[src/rtl/ysyx_24100012_pkg.sv]
// Shared NPC definitions: ALU select codes, instruction formats, RV32I opcodes
// and funct3 values used by the IDU, ALU and EXU.
package ysyx_24100012_pkg;

    typedef enum logic [3:0] {
        ALU_ADD    = 4'b0000,
        ALU_SUB    = 4'b0001,
        ALU_SLL    = 4'b0010,
        ALU_SLT    = 4'b0011,
        ALU_SLTU   = 4'b0100,
        ALU_XOR    = 4'b0101,
        ALU_SRL    = 4'b0110,
        ALU_SRA    = 4'b0111,
        ALU_OR     = 4'b1000,
        ALU_AND    = 4'b1001,
        ALU_PASS_B = 4'b1010
    } alu_sel_e;

    typedef enum logic [2:0] {
        TYPE_R = 3'b000,
        TYPE_I = 3'b001,
        TYPE_S = 3'b010,
        TYPE_B = 3'b011,
        TYPE_U = 3'b100,
        TYPE_J = 3'b101
    } inst_type_e;

    localparam logic [6:0] OPC_OP     = 7'b0110011;
    localparam logic [6:0] OPC_OP_IMM = 7'b0010011;
    localparam logic [6:0] OPC_LOAD   = 7'b0000011;
    localparam logic [6:0] OPC_STORE  = 7'b0100011;
    localparam logic [6:0] OPC_BRANCH = 7'b1100011;
    localparam logic [6:0] OPC_JAL    = 7'b1101111;
    localparam logic [6:0] OPC_JALR   = 7'b1100111;
    localparam logic [6:0] OPC_LUI    = 7'b0110111;
    localparam logic [6:0] OPC_AUIPC  = 7'b0010111;
    localparam logic [6:0] OPC_SYSTEM = 7'b1110011;

    localparam logic [2:0] F3_ADD_SUB = 3'b000;
    localparam logic [2:0] F3_SLL     = 3'b001;
    localparam logic [2:0] F3_SLT     = 3'b010;
    localparam logic [2:0] F3_SLTU    = 3'b011;
    localparam logic [2:0] F3_XOR     = 3'b100;
    localparam logic [2:0] F3_SRL_SRA = 3'b101;
    localparam logic [2:0] F3_OR      = 3'b110;
    localparam logic [2:0] F3_AND     = 3'b111;

    localparam logic [2:0] F3_BEQ  = 3'b000;
    localparam logic [2:0] F3_BNE  = 3'b001;
    localparam logic [2:0] F3_BLT  = 3'b100;
    localparam logic [2:0] F3_BGE  = 3'b101;
    localparam logic [2:0] F3_BLTU = 3'b110;
    localparam logic [2:0] F3_BGEU = 3'b111;

    localparam logic [2:0] F3_B    = 3'b000;
    localparam logic [2:0] F3_H    = 3'b001;
    localparam logic [2:0] F3_W    = 3'b010;
    localparam logic [2:0] F3_BU   = 3'b100;
    localparam logic [2:0] F3_HU   = 3'b101;
    localparam logic [2:0] F3_JALR = 3'b000;

    localparam logic [6:0]  F7_BASE     = 7'b0000000;
    localparam logic [6:0]  F7_ALT      = 7'b0100000;
    localparam logic [31:0] INST_EBREAK = 32'h00100073;

    // alt selects SUB over ADD and SRA over SRL (inst[30] in the encoding)
    function automatic alu_sel_e alu_from_f3(input logic [2:0] f3, input logic alt);
        alu_sel_e sel;
        case (f3)
            F3_ADD_SUB: sel = alt ? ALU_SUB : ALU_ADD;
            F3_SLL:     sel = ALU_SLL;
            F3_SLT:     sel = ALU_SLT;
            F3_SLTU:    sel = ALU_SLTU;
            F3_XOR:     sel = ALU_XOR;
            F3_SRL_SRA: sel = alt ? ALU_SRA : ALU_SRL;
            F3_OR:      sel = ALU_OR;
            default:    sel = ALU_AND;
        endcase
        return sel;
    endfunction

endpackage

[src/rtl/ysyx_24100012_imm_gen.sv]
// Combinational immediate generator: extracts and sign-extends the immediate
// of an RV32I instruction according to its format.
module ysyx_24100012_imm_gen
    import ysyx_24100012_pkg::*;
#(
    parameter int DATA_WIDTH = 32
) (
    input  logic [DATA_WIDTH-1:0] inst,
    input  inst_type_e            inst_type,
    output logic [DATA_WIDTH-1:0] imm
);

    logic signed [31:0] imm32;
    logic               unused_opcode;

    assign unused_opcode = ^inst[6:0];

    always_comb begin
        imm32 = '0;
        case (inst_type)
            TYPE_I:  imm32 = {{20{inst[31]}}, inst[31:20]};
            TYPE_S:  imm32 = {{20{inst[31]}}, inst[31:25], inst[11:7]};
            TYPE_B:  imm32 = {{19{inst[31]}}, inst[31], inst[7], inst[30:25], inst[11:8], 1'b0};
            TYPE_U:  imm32 = {inst[31:12], 12'b0};
            TYPE_J:  imm32 = {{11{inst[31]}}, inst[31], inst[19:12], inst[20], inst[30:21], 1'b0};
            default: imm32 = '0;
        endcase
    end

    // signed source, so the size cast sign-extends for wider datapaths
    assign imm = DATA_WIDTH'(imm32);

endmodule

[src/rtl/ysyx_24100012_idu.sv]
// NPC instruction decode unit: valid/ready skid-free holding register feeding the EXU.
// Define YSYX_24100012_EBREAK_EN to decode EBREAK instead of flagging it illegal.
module ysyx_24100012_idu
    import ysyx_24100012_pkg::*;
#(
    parameter int DATA_WIDTH = 32,
    parameter int N_SEL      = 4
) (
    input  logic                  clk,
    input  logic                  rst,
    input  logic                  in_valid,
    output logic                  in_ready,
    input  logic [DATA_WIDTH-1:0] in_inst,
    input  logic [DATA_WIDTH-1:0] in_pc,
    input  logic                  flush,
    output logic [4:0]            rs1_addr,
    output logic [4:0]            rs2_addr,
    input  logic [DATA_WIDTH-1:0] rs1_data,
    input  logic [DATA_WIDTH-1:0] rs2_data,
    output logic                  out_valid,
    input  logic                  out_ready,
    output logic [DATA_WIDTH-1:0] out_pc,
    output logic [DATA_WIDTH-1:0] out_a,
    output logic [DATA_WIDTH-1:0] out_b,
    output logic [DATA_WIDTH-1:0] out_imm,
    output logic [DATA_WIDTH-1:0] out_rs2_data,
    output logic [N_SEL-1:0]      out_alu_sel,
    output logic [2:0]            out_inst_type,
    output logic [4:0]            out_rd,
    output logic                  out_wen,
    output logic                  out_illegal,
    output logic                  out_ebreak
);

    typedef enum logic {S_EMPTY = 1'b0, S_FULL = 1'b1} state_e;

    state_e state_q, state_d;
    logic   accept, load;

    logic [6:0] opcode, f7;
    logic [2:0] f3;
    logic [4:0] rd;

    inst_type_e            type_d, type_q;
    alu_sel_e              sel_d, sel_q;
    logic [DATA_WIDTH-1:0] imm_d, a_d, b_d;
    logic [DATA_WIDTH-1:0] pc_q, a_q, b_q, imm_q, rs2d_q;
    logic [4:0]            rd_q;
    logic                  legal, wen_raw, wen_d, wen_q, ill_q;
`ifdef YSYX_24100012_EBREAK_EN
    logic                  ebreak_d, ebreak_q;
`endif

    assign opcode   = in_inst[6:0];
    assign rd       = in_inst[11:7];
    assign f3       = in_inst[14:12];
    assign f7       = in_inst[31:25];
    assign rs1_addr = in_inst[19:15];
    assign rs2_addr = in_inst[24:20];

    assign out_valid = (state_q == S_FULL);
    assign in_ready  = !out_valid || out_ready;
    assign accept    = in_valid && in_ready;
    assign load      = accept && !flush;

    always_ff @(posedge clk) begin
        if (!rst) state_q <= S_EMPTY;
        else      state_q <= state_d;
    end

    // flush wins over a same-cycle accept; a drained entry empties the register
    always_comb begin
        state_d = state_q;
        if (flush)          state_d = S_EMPTY;
        else if (accept)    state_d = S_FULL;
        else if (out_ready) state_d = S_EMPTY;
    end

    // Format depends on opcode alone, keeping imm_gen out of the decode loop.
    always_comb begin
        type_d = TYPE_R;
        case (opcode)
            OPC_OP_IMM, OPC_LOAD, OPC_JALR, OPC_SYSTEM: type_d = TYPE_I;
            OPC_STORE:                                  type_d = TYPE_S;
            OPC_BRANCH:                                 type_d = TYPE_B;
            OPC_LUI, OPC_AUIPC:                         type_d = TYPE_U;
            OPC_JAL:                                    type_d = TYPE_J;
            default:                                    type_d = TYPE_R;
        endcase
    end

    ysyx_24100012_imm_gen #(.DATA_WIDTH(DATA_WIDTH)) u_imm_gen (
        .inst      (in_inst),
        .inst_type (type_d),
        .imm       (imm_d)
    );

    always_comb begin
        legal   = 1'b0;
        sel_d   = ALU_ADD;
        a_d     = '0;
        b_d     = '0;
        wen_raw = 1'b0;
`ifdef YSYX_24100012_EBREAK_EN
        ebreak_d = 1'b0;
`endif
        case (opcode)
            OPC_OP: begin
                legal   = (f7 == F7_BASE) ||
                          (f7 == F7_ALT && (f3 == F3_ADD_SUB || f3 == F3_SRL_SRA));
                sel_d   = alu_from_f3(f3, f7[5]);
                a_d     = rs1_data;
                b_d     = rs2_data;
                wen_raw = 1'b1;
            end
            OPC_OP_IMM: begin
                if (f3 == F3_SLL)          legal = (f7 == F7_BASE);
                else if (f3 == F3_SRL_SRA) legal = (f7 == F7_BASE) || (f7 == F7_ALT);
                else                       legal = 1'b1;
                sel_d   = alu_from_f3(f3, (f3 == F3_SRL_SRA) && in_inst[30]);
                a_d     = rs1_data;
                b_d     = (f3 == F3_SLL || f3 == F3_SRL_SRA) ? DATA_WIDTH'(imm_d[4:0]) : imm_d;
                wen_raw = 1'b1;
            end
            OPC_LOAD: begin
                legal   = f3 inside {F3_B, F3_H, F3_W, F3_BU, F3_HU};
                a_d     = rs1_data;
                b_d     = imm_d;
                wen_raw = 1'b1;
            end
            OPC_STORE: begin
                legal = f3 inside {F3_B, F3_H, F3_W};
                a_d   = rs1_data;
                b_d   = imm_d;
            end
            OPC_BRANCH: begin
                legal = f3 inside {F3_BEQ, F3_BNE, F3_BLT, F3_BGE, F3_BLTU, F3_BGEU};
                case (f3)
                    F3_BLT, F3_BGE:   sel_d = ALU_SLT;
                    F3_BLTU, F3_BGEU: sel_d = ALU_SLTU;
                    default:          sel_d = ALU_SUB;
                endcase
                a_d = rs1_data;
                b_d = rs2_data;
            end
            OPC_JAL: begin
                legal   = 1'b1;
                a_d     = in_pc;
                b_d     = imm_d;
                wen_raw = 1'b1;
            end
            OPC_JALR: begin
                legal   = (f3 == F3_JALR);
                a_d     = rs1_data;
                b_d     = imm_d;
                wen_raw = 1'b1;
            end
            OPC_LUI: begin
                legal   = 1'b1;
                sel_d   = ALU_PASS_B;
                b_d     = imm_d;
                wen_raw = 1'b1;
            end
            OPC_AUIPC: begin
                legal   = 1'b1;
                a_d     = in_pc;
                b_d     = imm_d;
                wen_raw = 1'b1;
            end
`ifdef YSYX_24100012_EBREAK_EN
            OPC_SYSTEM: begin
                if (in_inst[31:0] == INST_EBREAK) begin
                    legal    = 1'b1;
                    ebreak_d = 1'b1;
                end
            end
`endif
            default: legal = 1'b0;
        endcase
        if (!legal) begin
            sel_d   = ALU_ADD;
            a_d     = '0;
            b_d     = '0;
            wen_raw = 1'b0;
        end
    end

    assign wen_d = wen_raw && (rd != 5'd0);

    always_ff @(posedge clk) begin
        if (!rst) begin
            pc_q   <= '0;
            a_q    <= '0;
            b_q    <= '0;
            imm_q  <= '0;
            rs2d_q <= '0;
            sel_q  <= ALU_ADD;
            type_q <= TYPE_R;
            rd_q   <= '0;
            wen_q  <= 1'b0;
            ill_q  <= 1'b0;
        end else if (load) begin
            pc_q   <= in_pc;
            a_q    <= a_d;
            b_q    <= b_d;
            imm_q  <= imm_d;
            rs2d_q <= rs2_data;
            sel_q  <= sel_d;
            type_q <= type_d;
            rd_q   <= rd;
            wen_q  <= wen_d;
            ill_q  <= !legal;
        end
    end

`ifdef YSYX_24100012_EBREAK_EN
    always_ff @(posedge clk) begin
        if (!rst)      ebreak_q <= 1'b0;
        else if (load) ebreak_q <= ebreak_d;
    end
    assign out_ebreak = ebreak_q;
`else
    assign out_ebreak = 1'b0;
`endif

    assign out_pc        = pc_q;
    assign out_a         = a_q;
    assign out_b         = b_q;
    assign out_imm       = imm_q;
    assign out_rs2_data  = rs2d_q;
    assign out_alu_sel   = N_SEL'(sel_q);
    assign out_inst_type = type_q;
    assign out_rd        = rd_q;
    assign out_wen       = wen_q;
    assign out_illegal   = ill_q;

endmodule
[config.mk]
export PLATFORM = sky130hd
export DESIGN_NAME = ysyx_24100012_idu
export DESIGN_NICKNAME = d
export VERILOG_FILES = /design/src/rtl/ysyx_24100012_pkg.sv /design/src/rtl/ysyx_24100012_imm_gen.sv /design/src/rtl/ysyx_24100012_idu.sv
export SDC_FILE = /design/constraint.sdc
export NUM_CORES = 1
export LEC_CHECK = 0
export ABC_AREA = 1
export ABC_CLOCK_PERIOD_IN_PS = 2450
export BUFFER_PORTS_ARGS = -buffer_cell sky130_fd_sc_hd__buf_2
export CAP_MARGIN = 20
export CORE_UTILIZATION = 53
export DETAILED_ROUTE_END_ITERATION = 10
export PLACE_DENSITY = 0.95
export SYNTH_ARGS = -nofsm -noshare
export SYNTH_HDL_FRONTEND = slang
export SYNTH_SLANG_ARGS = --single-unit
[constraint.sdc]
create_clock -name clk -period 2.45 [get_ports clk]
set_clock_uncertainty 0.05 [all_clocks]
set_input_delay 0.1225 -clock clk [delete_from_list [all_inputs] [get_ports clk]]
set_output_delay 0.1225 -clock clk [all_outputs]
set_load 0.03 [all_outputs]
=== After elaboration in Yosys (flattened, before gate mapping) ===
Index checks and enable logic that the tools add are counted.

* Memory bits (writable): 0
* Memories kept: 0
* Bits of input ports: 133
* Output and inout bits: 187
* ROM bits: 0
* Register bits after elaboration: 175
* Latch bits: 0

* Multiplexer cells: 23
* Multiply operators: 0
* Divide/modulo/power cells: 0
* Shift-type cells: 0
* Reduce and logical (&&, ||, !) cells: 31
* $lt $le $gt $ge: 0
* Bitwise gates (word level): 1
* Equal/unequal tests: 23
* Add/sub/neg operators: 0

{| class="wikitable"
|+ Operator list
! cell !! number
|-
| $pmux 32 s5 || 1
|-
| $mux 32 || 3
|-
| $pmux 32 s3 || 1
|-
| $pmux 32 s2 || 1
|-
| $pmux 4 s7 || 2
|-
| $eq 7x6->1 const B || 4
|-
| $eq 7x7->1 const B || 4
|-
| $eq 3x3->1 const B || 6
|-
| $pmux 4 s4 || 1
|-
| $pmux 3 s5 || 1
|-
| $eq 7x5->1 const B || 2
|-
| $eq 3x2->1 const B || 4
|-
| $reduce_or 2->1 || 6
|-
| $reduce_or 6->1 || 2
|-
| $mux 1 || 10
|-
| $reduce_bool 5->1 || 2
|-
| $eq 7x2->1 const B || 1
|-
| $logic_not 7->1 || 1
|-
| $pmux 1 s7 || 1
|-
| $reduce_or 7->1 || 1
|-
| $eq 3x1->1 const B || 2
|-
| $pmux 3 s2 || 1
|-
| $reduce_bool 6->1 || 1
|-
| $logic_and 1x1->1 || 5
|-
| other kinds (9) || 15
|}

=== Logic depth before layout (Yosys ltp) ===
* Word-level depth: 8
* Depth in mapped cells: 14
* Gate-level depth less buffers: 13

=== Hierarchy ===
From an unflattened synthesis, not the netlist that was laid out.

* Cells, all modules: 1198
* Area, all modules: 8114.0 um^2

{| class="wikitable"
|+ By module, submodules not included
! module !! times used !! area an instance (um^2) !! seq. area each (um^2) !! cells each
|-
| ysyx_24100012_idu || 1 || 7661.1 || 3503.4 || 1106
|-
| ysyx_24100012_imm_gen || 1 || 452.9 || 0.0 || 92
|}

=== Least setup slack after synthesis ===
No wires, ideal clock.

* Kind: register -> register
* Start: register state_q (netlist: out_valid)
* End: register rs2d_q[21] (netlist: out_rs2_data[21])
* Data arrival time: 1683 ps
* Path buffers: 3
* Slack: 652 ps
* Setup time: 65 ps
* Period minus slack after synthesis: 1798 ps
* Cell stages (with the launch flop): 10
* Cell sequence: dfxtp_1 -> inv_1 -> nor2_1 -> nor3_1 -> inv_1 -> buf_2 -> clkbuf_1 -> buf_1 -> nor2_1 -> nor2_1

* Word-level cells in the longest chain between the ends: 4

{| class="wikitable"
|+ Ends and longest elaborated chain
! item !! RTL line !! text
|-
| start, declared || ysyx_24100012_idu.sv:37 || <nowiki>state_e state_q, state_d;</nowiki>
|-
| start signal, assigned || ysyx_24100012_idu.sv:68 || <nowiki>else state_q <= state_d;</nowiki>
|-
| $logic_not 1->1 || ysyx_24100012_idu.sv:62 || <nowiki>assign in_ready = !out_valid || out_ready;</nowiki>
|-
| $logic_or 1x1->1 || ysyx_24100012_idu.sv:62 ||
|-
| $logic_and 1x1->1 || ysyx_24100012_idu.sv:63 || <nowiki>assign accept = in_valid && in_ready;</nowiki>
|-
| $logic_and 1x1->1 || ysyx_24100012_idu.sv:64 || <nowiki>assign load = accept && !flush;</nowiki>
|-
| end signal, assigned || ysyx_24100012_idu.sv:207 || <nowiki>rs2d_q <= rs2_data;</nowiki>
|-
| end, declared || ysyx_24100012_idu.sv:47 || <nowiki>logic [DATA_WIDTH-1:0] pc_q, a_q, b_q, imm_q, rs2d_q;</nowiki>
|}

Every way passes these cells.
A chain may end at the register's enable or synchronous reset.

=== Final worst setup path ===
* Start: input flush
* End: register pc_q[24] (netlist: out_pc[24])

* Word-level cells in the longest chain between the ends: 2

{| class="wikitable"
|+ Ends and longest elaborated chain
! item !! RTL line !! text
|-
| start, declared || ysyx_24100012_idu.sv:15 || <nowiki>input logic flush,</nowiki>
|-
| $logic_not 1->1 || ysyx_24100012_idu.sv:64 ||
|-
| $logic_and 1x1->1 || ysyx_24100012_idu.sv:64 ||
|-
| end signal, assigned || ysyx_24100012_idu.sv:203 || <nowiki>pc_q <= in_pc;</nowiki>
|-
| end, declared || ysyx_24100012_idu.sv:47 ||
|}

Every way passes these cells.

==> impl_metrics.yaml <==
run:
  cap_violations: 0
clock_network:
  clkTransAtPathRegs_ps: 70
  cts_sinks: 175
  cts_tree: "built"
  cts_setup_buffers: 0
  post_cts_resized: 0
  insertion_delay_ps: 420
  cts_hold_buf: 71
  ctsLongestPathBuffers: 2
  htreeDepth: 4
  clockRootBuffer: "clkbuf_16"
  cts_buffers: 17
yosys:
  synth_top_cell_by_area: "dfxtp_1"
  synth_seq_cells: 175
  synth_nets: 1334
  seq_area_frac_synth: 0.441
  synth.most_common_cell: "nand2_1"
  synth_area_mm2: 0.00794
  synth_cells: 1201
  synth-edff-count: 0
  synthTopCellsByCount: "nand2_1 (344), dfxtp_1 (175), nor2_1 (166)"
  ys_top_cells_by_area: "dfxtp_1 (44%), nand2_1 (16%), o21ai_0 (9.2%)"
  synth_top_cell_area_share: 0.441
  avgSynthCellArea_um2: 6.61
  synth_ff_type: "dfxtp_1"
  yosys_warnings: 0
  async_flop_share: 0
  synth.distinct_cells: 26
hold_path:
  worstHoldStart: "in_inst[16]"
  hold_class: "in -> reg"
sta:
  fmax_mhz: 506
  hold_violations: 0
  totalNegativeSetupSlack_ps: 0
  finalCritPeriodShare: 0.807
  maxSlewHeadroom: 0.363
  period_minus_slack_ps: 1980
  worstMarginPinSlew_ps: 954
  finalSetupViolations: 0
  drv_slew: 0
  rsz0062_at_grt: "no"
floorplan:
  coreArea_mm2: 0.0146
  initial_utilization: 0.544
  chipWidth_um: 124
  rows: 44
  die_area_mm2: 0.0155
  io_pins: 320
  die_h_um: 124
setup_path:
  worst-path-buf-inv: 3
  start_kind: "primary input"
  cp_cell_sequence: "dlygate4sd3_1 -> buf_2 -> nor3_2 -> buf_12 -> o21ai_0 -> a21oi_1"
  worstSetupStartpoint: "flush"
  crit_slowest_cell: "dlygate4sd3_1"
  crit_path_end_kind: "register"
  cp.required_ps: 2730
  r2r-start: "out_valid$_SDFFE_PP0P_"
  worstPathArrival_ps: 2260
  cpPeakStageDelay_ps: 560
  criticalPathCategory: "in -> reg"
  path_max_fanout: 146
  crit_family: "buffers and inverters"
layout:
  nets: 1668
  layout-drive-gt1-share: 0.247
  finalNonFillerCells: 1734
  fill_cells: 1090
  area_growth_pct: 35.3
  utilization: 0.737
  fin_area_mm2: 0.0107
routing:
  vias: 9388
  drc_errors: 0
  routed_via_density: 5.41
  antenna_left: 0
  drt_iter0_drc: 848
  drtPass1Iterations: 5
  wire_per_inst_um: 16.2
  drt-total-wl_mm: 28.1
power:
  leakage_nw: 5.61
  power_density_mw_per_mm2: 612
  p_total_w: 0.00658
  vdd_drop_max_v: 0.000452
global_routing:
  antenna_found_initial: 2
  grtUsageTotal: 0.356
  overflow: 0
  grt_pass1_wl_mm: 44.4
  grt_pass1_vias: 8729
  grt_max_degree: 147
placement:
  portBuffers: 318
  dp_hpwl_mm: 17.7
  dpl-instance-area_mm2: 0.00948
  gp_congestion: 0.871
  dp_cells: 1629
outcome:
  outcome: "complete, no violations"
-- power breakdown --
part,total (W),internal (W),switching (W)
combinational,0.00105,0.000344,0.000706
sequential,0.00302,0.00296,0.0000550
clock,0.00251,0.00135,0.00116
total,0.00658,0.00466,0.00192
-- through the flow --
| stage | setup slack [ps] | hold slack, ps |
|---|---|---|
| 2_1_floorplan | 652 | 151 |
| 3_3_place_gp | 460 | 271 |
| 3_5_place_dp | 397 | 276 |
| 4_1_cts | 600 | 2.77 |
| 5_1_grt | 387 | 37.5 |
| 6_report | 473 | 7.94 |
-- final cells by class --
cell class,count,area [um2],area share
clock buffer,20,457,0.0425
timing repair buffer,403,2460,0.229
tap,184,230,0.0214
antenna,2,5.00,0.000466
multi-input combinational,838,3620,0.337
clock inverter,12,90.1,0.00838
sequential,175,3500,0.326
inverter,100,379,0.0353
-- cells by family (layout without fill, tap and decap cells) --
group                  count (synthesis)  in the layout  synth area share
buffers and inverters                188            535             0.103
other                                  1              3          0.000472
AO/OA/AOI/OAI                        266            266             0.171
flip-flops                           175            175             0.441
AND/OR/NAND/NOR                      571            571             0.285
-- worst min-delay path, stage by stage --
cell and delay, ps:
buf_2 90, nand2_1 50, nand3_1 80, o21ai_0 70, inv_1 40
-- sequential cells by signal, indices dropped and copies added, names as in the netlist --
| register | count |
|---|---|
| out_a | 32 |
| out_alu_sel | 4 |
| out_b | 32 |
| out_illegal | 1 |
| out_imm | 32 |
| out_inst_type | 3 |
| out_pc | 32 |
| out_rd | 5 |
| out_rs2_data | 32 |
| out_valid | 1 |
| out_wen | 1 |
-- per-layer routing --
metal	share of wire	routed length [um]	track usage	vias to the layer above
met1	0.39	11000	0.425	4229
li1	-	-	-	4446
met5	0	0	0	-
met3	0.083	2340	0.0868	148
met4	0.060	1690	0.210	0
met2	0.47	13200	0.579	565
-- worst paths after layout --
kind	endpoint	slack, ps	cells past startpoint
max	out_pc[24]$_SDFFE_PN0P_	470	6
min	out_imm[16]$_SDFFE_PN0P_	8	5
max reg2reg	out_pc[24]$_SDFFE_PN0P_	490	6
min reg2reg	out_a[14]$_SDFFE_PN0P_	410	2
-- cells in the final DEF (no fill, tap or decap), types with 3 or more instances in the layout --
master	instances
nand2_1	344
buf_2	318
dfxtp_1	175
nor2_1	166
o21ai_0	146
a21oi_1	113
inv_1	94
dlygate4sd3_1	71
nand3_1	42
clkbuf_16	17
buf_4	10
clkinvlp_4	6
nor3_1	4
nand2_2	4
inv_2	4
nor2_4	4
clkinv_4	4
buf_12	4
clkinv_2	3
(Power assumes the default switching activity.)
